===== src/rtl/priority_arbiter_pkg.sv =====
// Shared encodings for the priority arbiter: FSM states and arbitration modes.
package priority_arbiter_pkg;

  typedef enum logic {
    IDLE = 1'b0,
    HOLD = 1'b1
  } state_t;

  localparam logic MODE_FIXED = 1'b0;
  localparam logic MODE_RR    = 1'b1;

endpackage


===== src/rtl/prio_pick.sv =====
// Combinational lowest-set-bit finder: returns the lowest set index of vec and
// whether any bit was set at all.
module prio_pick #(
  parameter int N = 16
) (
  input  logic [N-1:0]         vec,
  output logic [$clog2(N)-1:0] idx,
  output logic                 found
);

  localparam int IW = $clog2(N);

  // Scan from the top down so the last hit (lowest index) wins.
  always_comb begin
    idx   = {IW{1'b0}};
    found = 1'b0;
    for (int i = N - 1; i >= 0; i--) begin
      idx   = vec[i] ? IW'(i) : idx;
      found = found | vec[i];
    end
  end

endmodule


===== src/rtl/priority_arbiter.sv =====
// Fixed-priority / round-robin arbiter with a valid/ready grant handshake.
// Grants are held stable until accepted; outputs come straight from registers.
module priority_arbiter
  import priority_arbiter_pkg::*;
#(
  parameter int N = 16,
  parameter int W = $clog2(N)
) (
  input  logic         clk,
  input  logic         rst,
  input  logic         enable,
  input  logic         mode,
  input  logic [N-1:0] req,
  input  logic         grant_ready,
  output logic         grant_valid,
  output logic [W-1:0] grant_idx,
  output logic [N-1:0] grant_onehot
);

  localparam logic [N-1:0] ONE_N    = {{(N-1){1'b0}}, 1'b1};
  localparam logic [W-1:0] LAST_IDX = W'(N - 1);

  state_t         state_r;
  state_t         next_state_s;
  logic [W-1:0]   ptr_r;
  logic [W-1:0]   ptr_inc_s;
  logic [W-1:0]   ptr_eff_s;
  logic           handshake_s;
  logic           eligible_s;
  logic [N-1:0]   mask_s;
  logic [N-1:0]   masked_req_s;
  logic [N-1:0]   rev_req_s;
  logic [W-1:0]   hi_idx_s;
  logic [W-1:0]   lo_idx_s;
  logic [W-1:0]   rev_idx_s;
  logic           hi_found_s;
  logic           lo_found_s;
  logic           rev_found_s;
  logic [W-1:0]   winner_s;
  logic           nxt_valid_s;
  logic [W-1:0]   nxt_idx_s;
  logic [N-1:0]   nxt_onehot_s;

  assign handshake_s = grant_valid & grant_ready;

  // On a handshake the search starts just past the accepted channel.
  always_comb begin
    if (grant_idx == LAST_IDX) begin
      ptr_inc_s = {W{1'b0}};
    end else begin
      ptr_inc_s = grant_idx + W'(1);
    end
    ptr_eff_s = handshake_s ? ptr_inc_s : ptr_r;
    for (int i = 0; i < N; i++) begin
      mask_s[i]    = (i >= int'(ptr_eff_s));
      rev_req_s[i] = req[N-1-i];
    end
    masked_req_s = req & mask_s;
  end

  prio_pick #(.N(N)) u_pick_masked (
    .vec   (masked_req_s),
    .idx   (hi_idx_s),
    .found (hi_found_s)
  );

  prio_pick #(.N(N)) u_pick_all (
    .vec   (req),
    .idx   (lo_idx_s),
    .found (lo_found_s)
  );

  // Fixed priority wants the highest index: lowest set bit of the reversed vector.
  prio_pick #(.N(N)) u_pick_fixed (
    .vec   (rev_req_s),
    .idx   (rev_idx_s),
    .found (rev_found_s)
  );

  // Winner selection and next-state / next-output logic.
  always_comb begin
    if (mode == MODE_RR) begin
      winner_s   = hi_found_s ? hi_idx_s : lo_idx_s;
      eligible_s = enable & lo_found_s;
    end else begin
      winner_s   = LAST_IDX - rev_idx_s;
      eligible_s = enable & rev_found_s;
    end

    next_state_s = state_r;
    nxt_valid_s  = grant_valid;
    nxt_idx_s    = grant_idx;
    nxt_onehot_s = grant_onehot;

    case (state_r)
      IDLE: begin
        if (eligible_s) begin
          next_state_s = HOLD;
          nxt_valid_s  = 1'b1;
          nxt_idx_s    = winner_s;
          nxt_onehot_s = ONE_N << winner_s;
        end else begin
          next_state_s = IDLE;
          nxt_valid_s  = 1'b0;
          nxt_idx_s    = {W{1'b0}};
          nxt_onehot_s = {N{1'b0}};
        end
      end
      HOLD: begin
        if (handshake_s && eligible_s) begin
          next_state_s = HOLD;
          nxt_valid_s  = 1'b1;
          nxt_idx_s    = winner_s;
          nxt_onehot_s = ONE_N << winner_s;
        end else if (handshake_s) begin
          next_state_s = IDLE;
          nxt_valid_s  = 1'b0;
          nxt_idx_s    = {W{1'b0}};
          nxt_onehot_s = {N{1'b0}};
        end else begin
          next_state_s = HOLD;
        end
      end
      default: begin
        next_state_s = IDLE;
        nxt_valid_s  = 1'b0;
        nxt_idx_s    = {W{1'b0}};
        nxt_onehot_s = {N{1'b0}};
      end
    endcase
  end

  // State, pointer and registered grant outputs.
  always_ff @(posedge clk or posedge rst) begin
    if (rst) begin
      state_r      <= IDLE;
      ptr_r        <= {W{1'b0}};
      grant_valid  <= 1'b0;
      grant_idx    <= {W{1'b0}};
      grant_onehot <= {N{1'b0}};
    end else begin
      state_r      <= next_state_s;
      grant_valid  <= nxt_valid_s;
      grant_idx    <= nxt_idx_s;
      grant_onehot <= nxt_onehot_s;
      if (handshake_s) begin
        ptr_r <= ptr_inc_s;
      end else begin
        ptr_r <= ptr_r;
      end
    end
  end

endmodule


===== config.mk =====
export PLATFORM = sky130hd
export DESIGN_NAME = priority_arbiter
export DESIGN_NICKNAME = d
export VERILOG_FILES = /design/src/rtl/priority_arbiter_pkg.sv /design/src/rtl/prio_pick.sv /design/src/rtl/priority_arbiter.sv
export SDC_FILE = /design/constraint.sdc
export NUM_CORES = 1
export LEC_CHECK = 0
export ABC_AREA = 1
export CAP_MARGIN = 25
export CORE_MARGIN = 5
export CORE_UTILIZATION = 55
export CTS_BUF_LIST = sky130_fd_sc_hd__clkbuf_4
export DETAILED_ROUTE_END_ITERATION = 7
export GPL_ROUTABILITY_DRIVEN = 0
export PLACE_DENSITY = 0.86
export REMOVE_ABC_BUFFERS = 1
export SYNTH_ARGS = -nofsm -noshare
export SYNTH_HDL_FRONTEND = slang
export SYNTH_SLANG_ARGS = --single-unit

===== constraint.sdc =====
create_clock -name clk -period 7.4 [get_ports clk]
set_clock_uncertainty 0.1 [all_clocks]
set_input_delay 1.11 -clock clk [delete_from_list [all_inputs] [get_ports clk]]
set_output_delay 1.11 -clock clk [all_outputs]
set_load 0.03 [all_outputs]

# [After elaboration in Yosys (flattened, before gate mapping)]
# Index checks and enable logic that the tools add are counted.
[totals] regBits=26 in_bits=21 out_inout_bits=21 elab_cells=144
[op_classes] addsub=2 order_cmp=15 n_eq_ne=2 n_shift=1 n_mux=68 bitwise_logic=50 n_reduce_logical=1
[ops] operator="4-bit 2-to-1 mux" count=55
[ops] operator="16-bit 2-to-1 mux" count=3
[ops] operator="1-bit OR" count=45
[ops] operator="16-bit case mux with 2 select lines" count=1
[ops] operator="4-bit greater-or-equal comparator (first input constant)" count=7
[ops] operator="16-bit bitwise AND" count=1
[ops] operator="3-bit by 4-bit greater-or-equal comparator with 1-bit output (first input constant)" count=4
[ops] operator="1-bit by 4-bit left shift with 16-bit output (first input constant)" count=1
[ops] operator="1-bit by 4-bit greater-or-equal comparator with 1-bit output (first input constant)" count=2
[ops] operator="2-bit by 4-bit greater-or-equal comparator with 1-bit output (first input constant)" count=2
[ops] operator="4-bit case mux with 2 select lines" count=1
[ops] operator="1-bit 2-to-1 mux" count=6
[ops] operator="4-bit by 1-bit adder with 4-bit output (second input constant)" count=1
[ops] operator="4-bit equality test (second input constant)" count=1
[ops] operator="1-bit case mux with 2 select lines" count=2
[ops] operator="4-bit subtractor (first input constant)" count=1
[ops] operator="1-bit bitwise AND" count=3
[ops] operator="3-bit by 1-bit != test with 1-bit output (second input constant)" count=1
[ops] operator="1-bit logical AND" count=1
[ops] operator="1-bit NOT" count=1

# [Longest topological paths before layout]
# Gate-level depths: netlist of run 1.
[logic_depth] ltp_word=26 ltp_mapped=28 mapped_depth_nobuf=27

# [Cells and area by module]
# Synthesis of run 1 repeated with hierarchy kept, for this count alone.
[hier_totals] hier_cells=342 area_unflattened_um2=2098.3
[modules_own_cells] module="priority_arbiter" n_inst=1 cells_each=195 area_each_um2=1471.4 seq_area_each_um2=650.6
[modules_own_cells] module="prio_pick" n_inst=3 cells_each=49 area_each_um2=209.0 seq_area_each_um2=0.0

# [Worst setup path after synthesis of run 1]
# OpenSTA, ideal clock, no wires.
[synth_timing] path_type="input to register" start="input port grant_ready" end="register grant_onehot[0]" setup_ns=0.118 t_arrival_ns=2.899 t_required_ns=7.182 slack_ns=4.283 stages=22 n_path_buf=1 cell_sequence="nand2_2 > inv_2 > nand2_4 > nand2_2 > nand3_2 > nand2_2 > buf_6 > o21ai_1 > nand2_1 > nand2_1 > nor2_2 > nand3_1 > nor2_1 > nand4_1 > nor2_2 > nand3_1 > o21ai_1 > inv_1 > nand2_4 > nand2_4 > nand4_1 > nand2_1"
[synth_via] elab_chain_len=24 elab_cells_between_ends=56 cone_classes="order compare (15); eq/ne (1); shift (1); mux (21); bitwise (17); reduce/logical (1)"
[synth_rtl] item="start, declared" line_no="priority_arbiter.sv:14" text="input logic grant_ready,"
[synth_rtl] item="1-bit bitwise AND *" line_no="priority_arbiter.sv:44" text="assign handshake_s = grant_valid & grant_ready;"
[synth_rtl] item="4-bit 2-to-1 mux *"
[synth_rtl] item="net ptr_eff_s[3]" line_no="priority_arbiter.sv:27" text="logic [W-1:0] ptr_eff_s;"
[synth_rtl] item="4-bit greater-or-equal comparator" line_no="priority_arbiter.sv:55" text="mask_s[i] = (i >= int'(ptr_eff_s));"
[synth_rtl] item="16-bit bitwise AND *" line_no="priority_arbiter.sv:58" text="masked_req_s = req & mask_s;"
[synth_rtl] item="4-bit 2-to-1 mux or 1-bit OR (tied branches) (15 in series)" line_no="prio_pick.sv:18, prio_pick.sv:19"
[synth_rtl] item="4-bit 2-to-1 mux *" line_no="priority_arbiter.sv:83" text="winner_s = hi_found_s ? hi_idx_s : lo_idx_s;"
[synth_rtl] item="4-bit 2-to-1 mux *" line_no="priority_arbiter.sv:82" text="if (mode == MODE_RR) begin"
[synth_rtl] item="1-bit by 4-bit left shift with 16-bit output *" line_no="priority_arbiter.sv:101, priority_arbiter.sv:114"
[synth_rtl] item="16-bit 2-to-1 mux, on equally long branches" line_no="priority_arbiter.sv:110, priority_arbiter.sv:97"
[synth_rtl] item="16-bit case mux with 2 select lines *" line_no="priority_arbiter.sv:95" text="case (state_r)"
[synth_rtl] item="end signal, assigned" line_no="priority_arbiter.sv:140" text="grant_onehot <= {N{1'b0}};"
[synth_rtl] item="end signal, assigned" line_no="priority_arbiter.sv:145" text="grant_onehot <= nxt_onehot_s;"
[synth_rtl] item="end, declared" line_no="priority_arbiter.sv:17" text="output logic [N-1:0] grant_onehot"
# Mark *: on every way through the listed nets, which the timed path passes. The rest lies on a longest branch.
# A chain may end at the register's enable or synchronous reset.

# [Worst setup path after layout of run 1]
[layout_timing] start="input port grant_ready" end="register grant_onehot[9]"
# The elaborated chain is that of the path after synthesis.

==> out/results.ini, run 1 <==
[timing]
max_freq_mhz=275.3
worst-slew-pin-transition_ns=0.5786
tns_ns=0
final-max-slew-violation-count=0
setup_viol=0
rsz0062_at_grt=false
timing.final.crit_share_pct=49.09
maxSlewHeadroom_pct=61.26
period_minus_slack_ns=3.633
hold_violations=0

[power]
cellPowerDensity_nw_per_um2=317.8
peakVddDrop_v=0.0001387
p_leak_nw=1.212

[grt]
first_global_vias=1791
grt_pass1_wl_mm=8.024
gr-total-overflow=0
grt_max_degree=27
gr-usage-all-layers_pct=19.88
antenna_found_initial=0

[logic_synthesis]
ys_warn_count=0
syn_area_per_cell_um2=6.669
yosysMostFrequentCell=nand2_1
postSynthCellCount=291
synth_edf_count=0
ys_ff_latch=26
seq_area_frac_synth_pct=33.53
yosys.area.top_type=dfrtp_1
yosys-top-cells-area=dfrtp_1 (34%), nand2_1 (17%), inv_1 (8.1%)
synthFlopType=dfrtp_1
synth_area_um2=1941
async_reset_ff_share_pct=100.0
synth_top_area_share_pct=33.53
post_synth_num_cell_types=32
synth_commonest_cells=nand2_1 (87), inv_1 (42), nor2_1 (31)

[routing]
drc=0
drtIter0Drc=120
first_pass_iters=4
avgViaCountPerCell=5.150
vias=1957
routed_wirelength_mm=4.718
wire_per_inst_um=12.42
ant_nets=0

[clock_tree]
htree_levels=1
cts_tree=done
cts-root-buf=clkbuf_4
cts_hold_buf=0
cts-resized-gates=0
clock_latency_ns=0.31
cts.sinks=26
clk_pin_slew_ns=0.15
cts_buffers=3
clock_path_buffers=2
postCtsSetupRepairBufs=0

[critical_path]
slowest_stage=clkdlybuf4s50_1
r2r_setup_slack_ns=4.39
crit_family=simple AND/OR/NAND/NOR gates
critical_path.max_stage_delay_ns=0.50
crit_buf_inv=4
required_ns=7.54
crit_path_end_kind=flip-flop
crit_top_cell=nand2_1
path_max_fanout=8
startpoint_type=input port
path_class=input port to flip-flop
crit_chain=clkdlybuf4s50_1, nand2_2, nand2_1, o21ai_2, inv_2, nand2_1, inv_1, nand2_1, nand3_1, nand2_1, nor2_2, nand3_1, nor2_1, nand4_1, nor2_2, nand3_1, o21ai_1, inv_1, nand2_4, nand4_1, o21bai_1
arrival_ns=3.78

[die]
core_region_area_um2=3390
pin_count=42
die_y_um=69.40
initial_core_util_pct=57.25
die_w_um=69.40
die_area_um2=4816
row_count=21

[finish]
multiInputGateArea_um2=1086
seq_area_um2=650.6
nFillCells=285
area_delta_synth_final_pct=27.27
fin_util_pct=72.87
drive_gt1_share_pct=9.581
insertedDiodeCount=0
fin_nets=357

[placed_design]
portBuffers=41
dp_hpwl_mm=3.848

[flow_run]
drv_cap=0

[outcome]
status=finished, final reports clean

[worst_hold_path]
hp-class=flip-flop to flip-flop

==> final cells by class <==
| cell class | count | share of cell area, % |
|---|---|---|
| Multi-Input combinational cell | 214 | 43.97 |
| Sequential cell | 26 | 26.34 |
| Timing Repair Buffer | 42 | 17.73 |
| Inverter | 48 | 7.497 |
| Tap cell | 46 | 2.330 |
| Clock inverter | 1 | 1.216 |
| Clock buffer | 3 | 0.9119 |
==> tightest hold or removal path, cell delays in order (launching register included) <==
cell and delay [ns]:
dfrtp_1 0.37, nand2_1 0.05, nand2_1 0.06
==> placed cells by master (no fill, tap or decap), types with 6 or more instances in the layout <==
cell,Yosys,routed
nand2_1,87,87
inv_1,42,42
clkdlybuf4s50_1,0,41
nor2_1,31,31
dfrtp_1,26,26
nand4_1,16,16
nand3_1,14,14
o21bai_1,12,12
a21oi_1,11,11
nand2_2,6,6
==> state kept, by name, indices dropped and copies added, names as in the netlist <==
name and cells:
grant_onehot 16, state_r 1, grant_idx 4, grant_valid 1
ptr_r 4
==> worst paths after layout <==
path,startpoint,endpoint,depth (start not counted)
worst min-delay path,grant_onehot[6]$_DFFE_PP0P_,grant_onehot[6]$_DFFE_PP0P_,2
worst max-delay path,grant_ready,grant_onehot[9]$_DFFE_PP0P_,21
worst max register to register,grant_idx[0]$_DFFE_PP0P_,grant_onehot[9]$_DFFE_PP0P_,20
worst min register to register,grant_onehot[6]$_DFFE_PP0P_,grant_onehot[6]$_DFFE_PP0P_,2
min in group asynchronous,rst,grant_onehot[15]$_DFFE_PP0P_,3
max in group asynchronous,rst,grant_idx[1]$_DFFE_PP0P_,3
==> per-stage QoR <==
step	hold slack (ns)	power (mW)	setup WS [ns]	cells	instance area, µm²
after floorplan	0.3634	0.5474	4.273	288	1922
after global placement	0.3650	0.6728	3.539	375	2390
after detailed placement	0.3671	0.6851	3.442	375	2390
after CTS	0.3989	0.7809	3.765	379	2442
after global routing	0.4114	0.8478	3.484	380	2470
final	0.3994	0.7849	3.767	380	2470
==> kinds of logic (layout without fill, tap and decap cells) <==
logic type | after synthesis | in the layout | share of synthesized area, %
AOI/OAI and AO/OA | 44 | 44 | 14.96
adders and majority gates | 1 | 1 | 0.6446
buffers and inverters | 51 | 94 | 10.51
DFF | 26 | 26 | 33.53
and+or+nand+nor | 169 | 169 | 40.36
==> routing by layer <==
metal	global-route usage [%]	vias up	share of wire, %
met5	0	-	0
met4	4.555	0	1.6
met3	2.754	8	6.2
met2	34.53	59	48
met1	26.09	865	44
li1	-	1025	-
==> where the power goes <==
part	total, mW	internal, mW	switching, mW
combinational	0.479	0.160	0.319
clock	0.0969	0.0548	0.0421
sequential	0.209	0.179	0.0293
Power figures use the tool's default switching activity.
==> run 2: changes to the inputs <==
Settings changed: CORE_UTILIZATION 55 to 53, PLACE_DENSITY 0.86 to 0.83.
Clock period 7.4 ns to 3.45 ns, I/O delays scaled along.
==> run 2 against run 1 <==
  * Combinational power grew 120%
  * Worst hold slack lost 0.075 ns
  * Via count grew 0.72%
  * Routed wire length shrank 2.1%
  * Sequential cell count is the same
  * Cell area grew 0.41%
  * Clock power grew 120%
  * Sequential share of layout area shrank 0.11 points
  * Highest routed layer unchanged
==> out/results.ini, run 2 (synthesis gave the netlist of run 1 again) <==
[outcome]
status=finished, final reports clean

[timing]
hold_violations=0
rsz0062_at_grt=false
final-max-slew-violation-count=0
period_minus_slack_ns=3.025
worst-slew-pin-transition_ns=0.6052
timing.final.crit_share_pct=87.67
maxSlewHeadroom_pct=59.48
max_freq_mhz=330.6
holdWs_ns=0.3239
tns_ns=0
setup_viol=0

[die]
die_w_um=70.51
die_area_um2=4972
die_y_um=70.51
row_count=22
initial_core_util_pct=53.82
core_region_area_um2=3606
pin_count=42

[clock_tree]
cts_buffers=3
cts_hold_buf=0
clock_path_buffers=2
htree_levels=1
cts-root-buf=clkbuf_4
clock_latency_ns=0.32
cts_tree=done
cts-resized-gates=0
clk_pin_slew_ns=0.13
postCtsSetupRepairBufs=0
cts.sinks=26

[power]
peakVddDrop_v=0.0002803
combPwrFrac_pct=61.3
power.share.clock_pct=12.5
p_leak_nw=1.217
p_seq_share_pct=26.2
sw_frac_of_total_pct=49.45
cellPowerDensity_nw_per_um2=679.2
total_power_mw=1.684
power_switching_uw=832.9
internal-power_uw=851.5

[critical_path]
arrival_ns=3.19
r2r_cells=17
path_max_fanout=8
timing.rr.start=grant_idx[0]$_DFFE_PP0P_
path_class=input port to flip-flop
startpoint_type=input port
crit_family=buffers and inverters
crit_chain=clkdlybuf4s50_1, nand2_2, o21ai_2, inv_2, nand2_1, inv_1, nand2_1, nand3_1, nand2_1, nor2_2, o211a_1, inv_1, a21oi_1, a31oi_1, inv_2, nor2_1, inv_1, o21bai_1
slowest_stage=clkdlybuf4s50_1
required_ns=3.61
crit_path_end_kind=flip-flop
r2r_setup_slack_ns=0.45
critical_path.max_stage_delay_ns=0.49
timing.rr.end=grant_onehot[9]$_DFFE_PP0P_
crit_buf_inv=6

[routing]
ant_nets=0
avgViaCountPerCell=5.146
drtIter0Drc=114
vias=1971
first_pass_iters=4
drc=0
wire_per_inst_um=12.06
routed_wirelength_mm=4.620

[finish]
top_regs=grant_onehot: 16 flops, grant_idx: 4 flops, ptr_r: 4 flops
final_area_um2=2480
largest_reg_flops=16
insertedDiodeCount=0
layout_common_cells=nand2_1 (87), inv_1 (42), clkdlybuf4s50_1 (41)
layout_commonest_cell=nand2_1
drive_gt1_share_pct=9.851
fin_nets=358
largest_register=grant_onehot
area_delta_synth_final_pct=27.79

[grt]
antenna_found_initial=0
grt_pass1_wl_mm=7.755
grt_max_degree=27
gr-total-overflow=0
first_global_vias=1823
gr-usage-all-layers_pct=18.82

[placed_design]
dp_hpwl_mm=3.860
post_dp_cell_area_um2=2400
portBuffers=41

[flow_run]
drv_cap=0

[worst_hold_path]
hp-class=input port to asynchronous set/reset pin

## run 2: per-layer routing
metal / up-vias / track usage, % / part of all wire [%]
met5: - / 0 / 0
met4: 0 / 7.234 / 2.1
met3: 12 / 3.165 / 5.1
met2: 46 / 30.98 / 47
met1: 886 / 24.64 / 46
li1: 1027 / - / -
## run 2: metrics by stage
| stage | cells | utilization, % | worst slack [ns] |
|---|---|---|---|
| after global routing | 383 | 68.77 | 0.1656 |
| after global placement | 378 | 66.55 | 0.1396 |
| after CTS | 382 | 68.01 | 0.4355 |
| after detailed placement | 378 | 66.55 | 0.09443 |
| after floorplan | 288 | - | 0.7075 |
| final | 383 | 68.77 | 0.4253 |
## run 2: power groups by stage
stage | registers (mW) | logic [mW] | clock network [mW]
2_1_floorplan | 0.554 | 0.620 | 0
3_3_place_gp | 0.446 | 1.00 | 0
3_5_place_dp | 0.448 | 1.02 | 0
4_1_cts | 0.442 | 1.03 | 0.213
5_1_grt | 0.454 | 1.14 | 0.228
6_report | 0.442 | 1.03 | 0.211
## run 2: worst max-delay path by stage
stage                                         from  depth (start not counted)                      endpoint  slack, ns
after detailed placement               grant_ready                         18  grant_onehot[15]$_DFFE_PP0P_       0.09
after global placement                 grant_ready                         18  grant_onehot[15]$_DFFE_PP0P_       0.14
after CTS                              grant_ready                         18  grant_onehot[15]$_DFFE_PP0P_       0.44
final                                  grant_ready                         18   grant_onehot[9]$_DFFE_PP0P_       0.43
after global routing      grant_idx[0]$_DFFE_PP0P_                         17  grant_onehot[13]$_DFFE_PP0P_       0.17
after floorplan           grant_idx[0]$_DFFE_PP0P_                         21   grant_onehot[0]$_DFFE_PP0P_       0.71
## run 2: layout make-up
class	count	area (µm²)
repair buffers	43	445.4
flip-flops and latches	26	650.6
clock buffers	3	22.52
well taps	48	60.06
multi-input cells	214	1086
inverters	48	185.2
clock inverters	1	30.03
fillers	328	1126
==> run 3: changes to the inputs <==
Settings changed: CORE_MARGIN 5 to default.
==> run 3 against run 2 <==
  * Cell area increased by 0.20%
  * Largest power group unchanged
  * Final cell count decreased by 0.26%
  * Largest cell class unchanged
  * Power decreased by 0.58%
  * First-iteration DRC count increased by 23%
  * Register-to-register slack improved by 0.02 ns
  * Clock power about the same
  * Die area decreased by 21%
  * Via count decreased by 0.10%
  * Sequential cell count unchanged
  * Sequential share of layout area decreased by 0.053 points
==> out/results.ini, run 3 (synthesis gave the netlist of run 1 again) <==
[die]
die_y_um=62.51
core_region_area_um2=3416
pin_count=42
row_count=21
die_w_um=62.51
die_area_um2=3908
initial_core_util_pct=56.81

[placed_design]
pre_cts_ws_ns=0.1239
dp_hpwl_mm=3.516
post_dp_cell_area_um2=2405
portBuffers=41

[clock_tree]
clock_latency_ns=0.31
cts-resized-gates=0
postCtsSetupRepairBufs=0
cts_hold_buf=0
cts.sinks=26
cts-root-buf=clkbuf_4
clk_pin_slew_ns=0.15
htree_levels=1
cts_buffers=3
cts_tree=done
clock_path_buffers=2

[timing]
postLayoutSetupSlackWorst_ns=0.4249
rsz0062_at_grt=false
worst-slew-pin-transition_ns=0.6034
max_freq_mhz=330.6
timing.final.crit_share_pct=87.68
period_minus_slack_ns=3.025
final-max-slew-violation-count=0
tns_ns=0
hold_violations=0
maxSlewHeadroom_pct=59.60
setup_viol=0

[routing]
wire_per_inst_um=11.53
vias=1969
first_pass_iters=5
routed_wirelength_mm=4.404
drtIter0Drc=140
drc=0
avgViaCountPerCell=5.154
ant_nets=0

[critical_path]
required_ns=3.61
startpoint_type=input port
crit_path_end_kind=flip-flop
r2r_cells=20
path_max_fanout=8
path_class=input port to flip-flop
timing.rr.end=grant_onehot[15]$_DFFE_PP0P_
r2r_setup_slack_ns=0.47
timing.rr.start=grant_idx[0]$_DFFE_PP0P_
arrival_ns=3.19

[worst_hold_path]
hp-class=input port to asynchronous set/reset pin

[finish]
largest_register=grant_onehot
layout_common_cells=nand2_1 (87), inv_1 (42), clkdlybuf4s50_1 (41)
insertedDiodeCount=0
layout_commonest_cell=nand2_1
drive_gt1_share_pct=10.12
fin_nets=359
top_regs=grant_onehot: 16 flops, grant_idx: 4 flops, ptr_r: 4 flops
area_delta_synth_final_pct=28.05
final_area_um2=2485
largest_reg_flops=16

[power]
p_leak_nw=1.222
total_power_mw=1.675
peakVddDrop_v=0.0002470
cellPowerDensity_nw_per_um2=673.9

[outcome]
status=finished, final reports clean

[flow_run]
drv_cap=0

[grt]
grt_pass1_wl_mm=7.741
first_global_vias=1693
grt_max_degree=27
gr-usage-all-layers_pct=24.79
antenna_found_initial=0
gr-total-overflow=0

-- run 3: stage by stage --
stage               instances  utilization (%)  hold WS (ns)
floorplan                 288                -        0.3634
global placement          377            70.40        0.3658
detailed placement        377            70.40        0.3715
CTS                       381            71.94        0.4045
global route              382            72.75        0.3159
finish                    382            72.75        0.3237
-- run 3: where the power goes --
group          total (mW)  internal (mW)  leakage [nW]  switching [mW]
Combinational        1.02          0.351         0.851           0.672
Clock               0.209          0.117        0.0279          0.0913
Sequential          0.443          0.385         0.344          0.0582
Total                1.67          0.853          1.22           0.821
-- run 3: critical path, stage by stage --
cell,delay (ns)
clkdlybuf4s50_1,0.50
nand2_2,0.13
nand2_1,0.10
o21ai_2,0.10
inv_2,0.10
nand2_1,0.07
inv_1,0.11
nand2_1,0.09
nand3_1,0.11
nand2_1,0.10
nor2_2,0.12
nand3_1,0.08
nor2_1,0.10
nand4_1,0.10
nor2_2,0.15
nand4_1,0.12
nand2_1,0.08
nand2_1,0.06
nand2_2,0.12
nand4_1,0.15
o21bai_1,0.18
-- run 3: how the worst max path moves through the flow --
stage                              from                            to  slack, ns  depth (start not counted)
2_1_floorplan  grant_idx[0]$_DFFE_PP0P_   grant_onehot[0]$_DFFE_PP0P_       0.71                         21
3_3_place_gp                grant_ready  grant_onehot[13]$_DFFE_PP0P_       0.17                         18
3_5_place_dp                grant_ready  grant_onehot[15]$_DFFE_PP0P_       0.12                         21
4_1_cts                     grant_ready  grant_onehot[15]$_DFFE_PP0P_       0.45                         21
5_1_grt                     grant_ready   grant_onehot[9]$_DFFE_PP0P_       0.10                         21
6_report                    grant_ready  grant_onehot[15]$_DFFE_PP0P_       0.42                         21
-- run 3: metal layers --
metal  global-route usage [%]  vias to the layer above  share of wire, %
met5                        0                        -                 0
met4                    5.814                        0               1.0
met3                    3.285                        4               4.3
met2                    37.64                       55                45
met1                    37.22                      880                50
li1                         -                     1030                 -
-- run 3: layout make-up --
class,instances,area [µm²]
sequential,26,650.6
timing repair buffer,44,452.9
tap,46,57.56
clock inverter,1,30.03
fill,281,930.9
multi-input combinational,214,1086
clock buffer,3,22.52
inverter,48,185.2
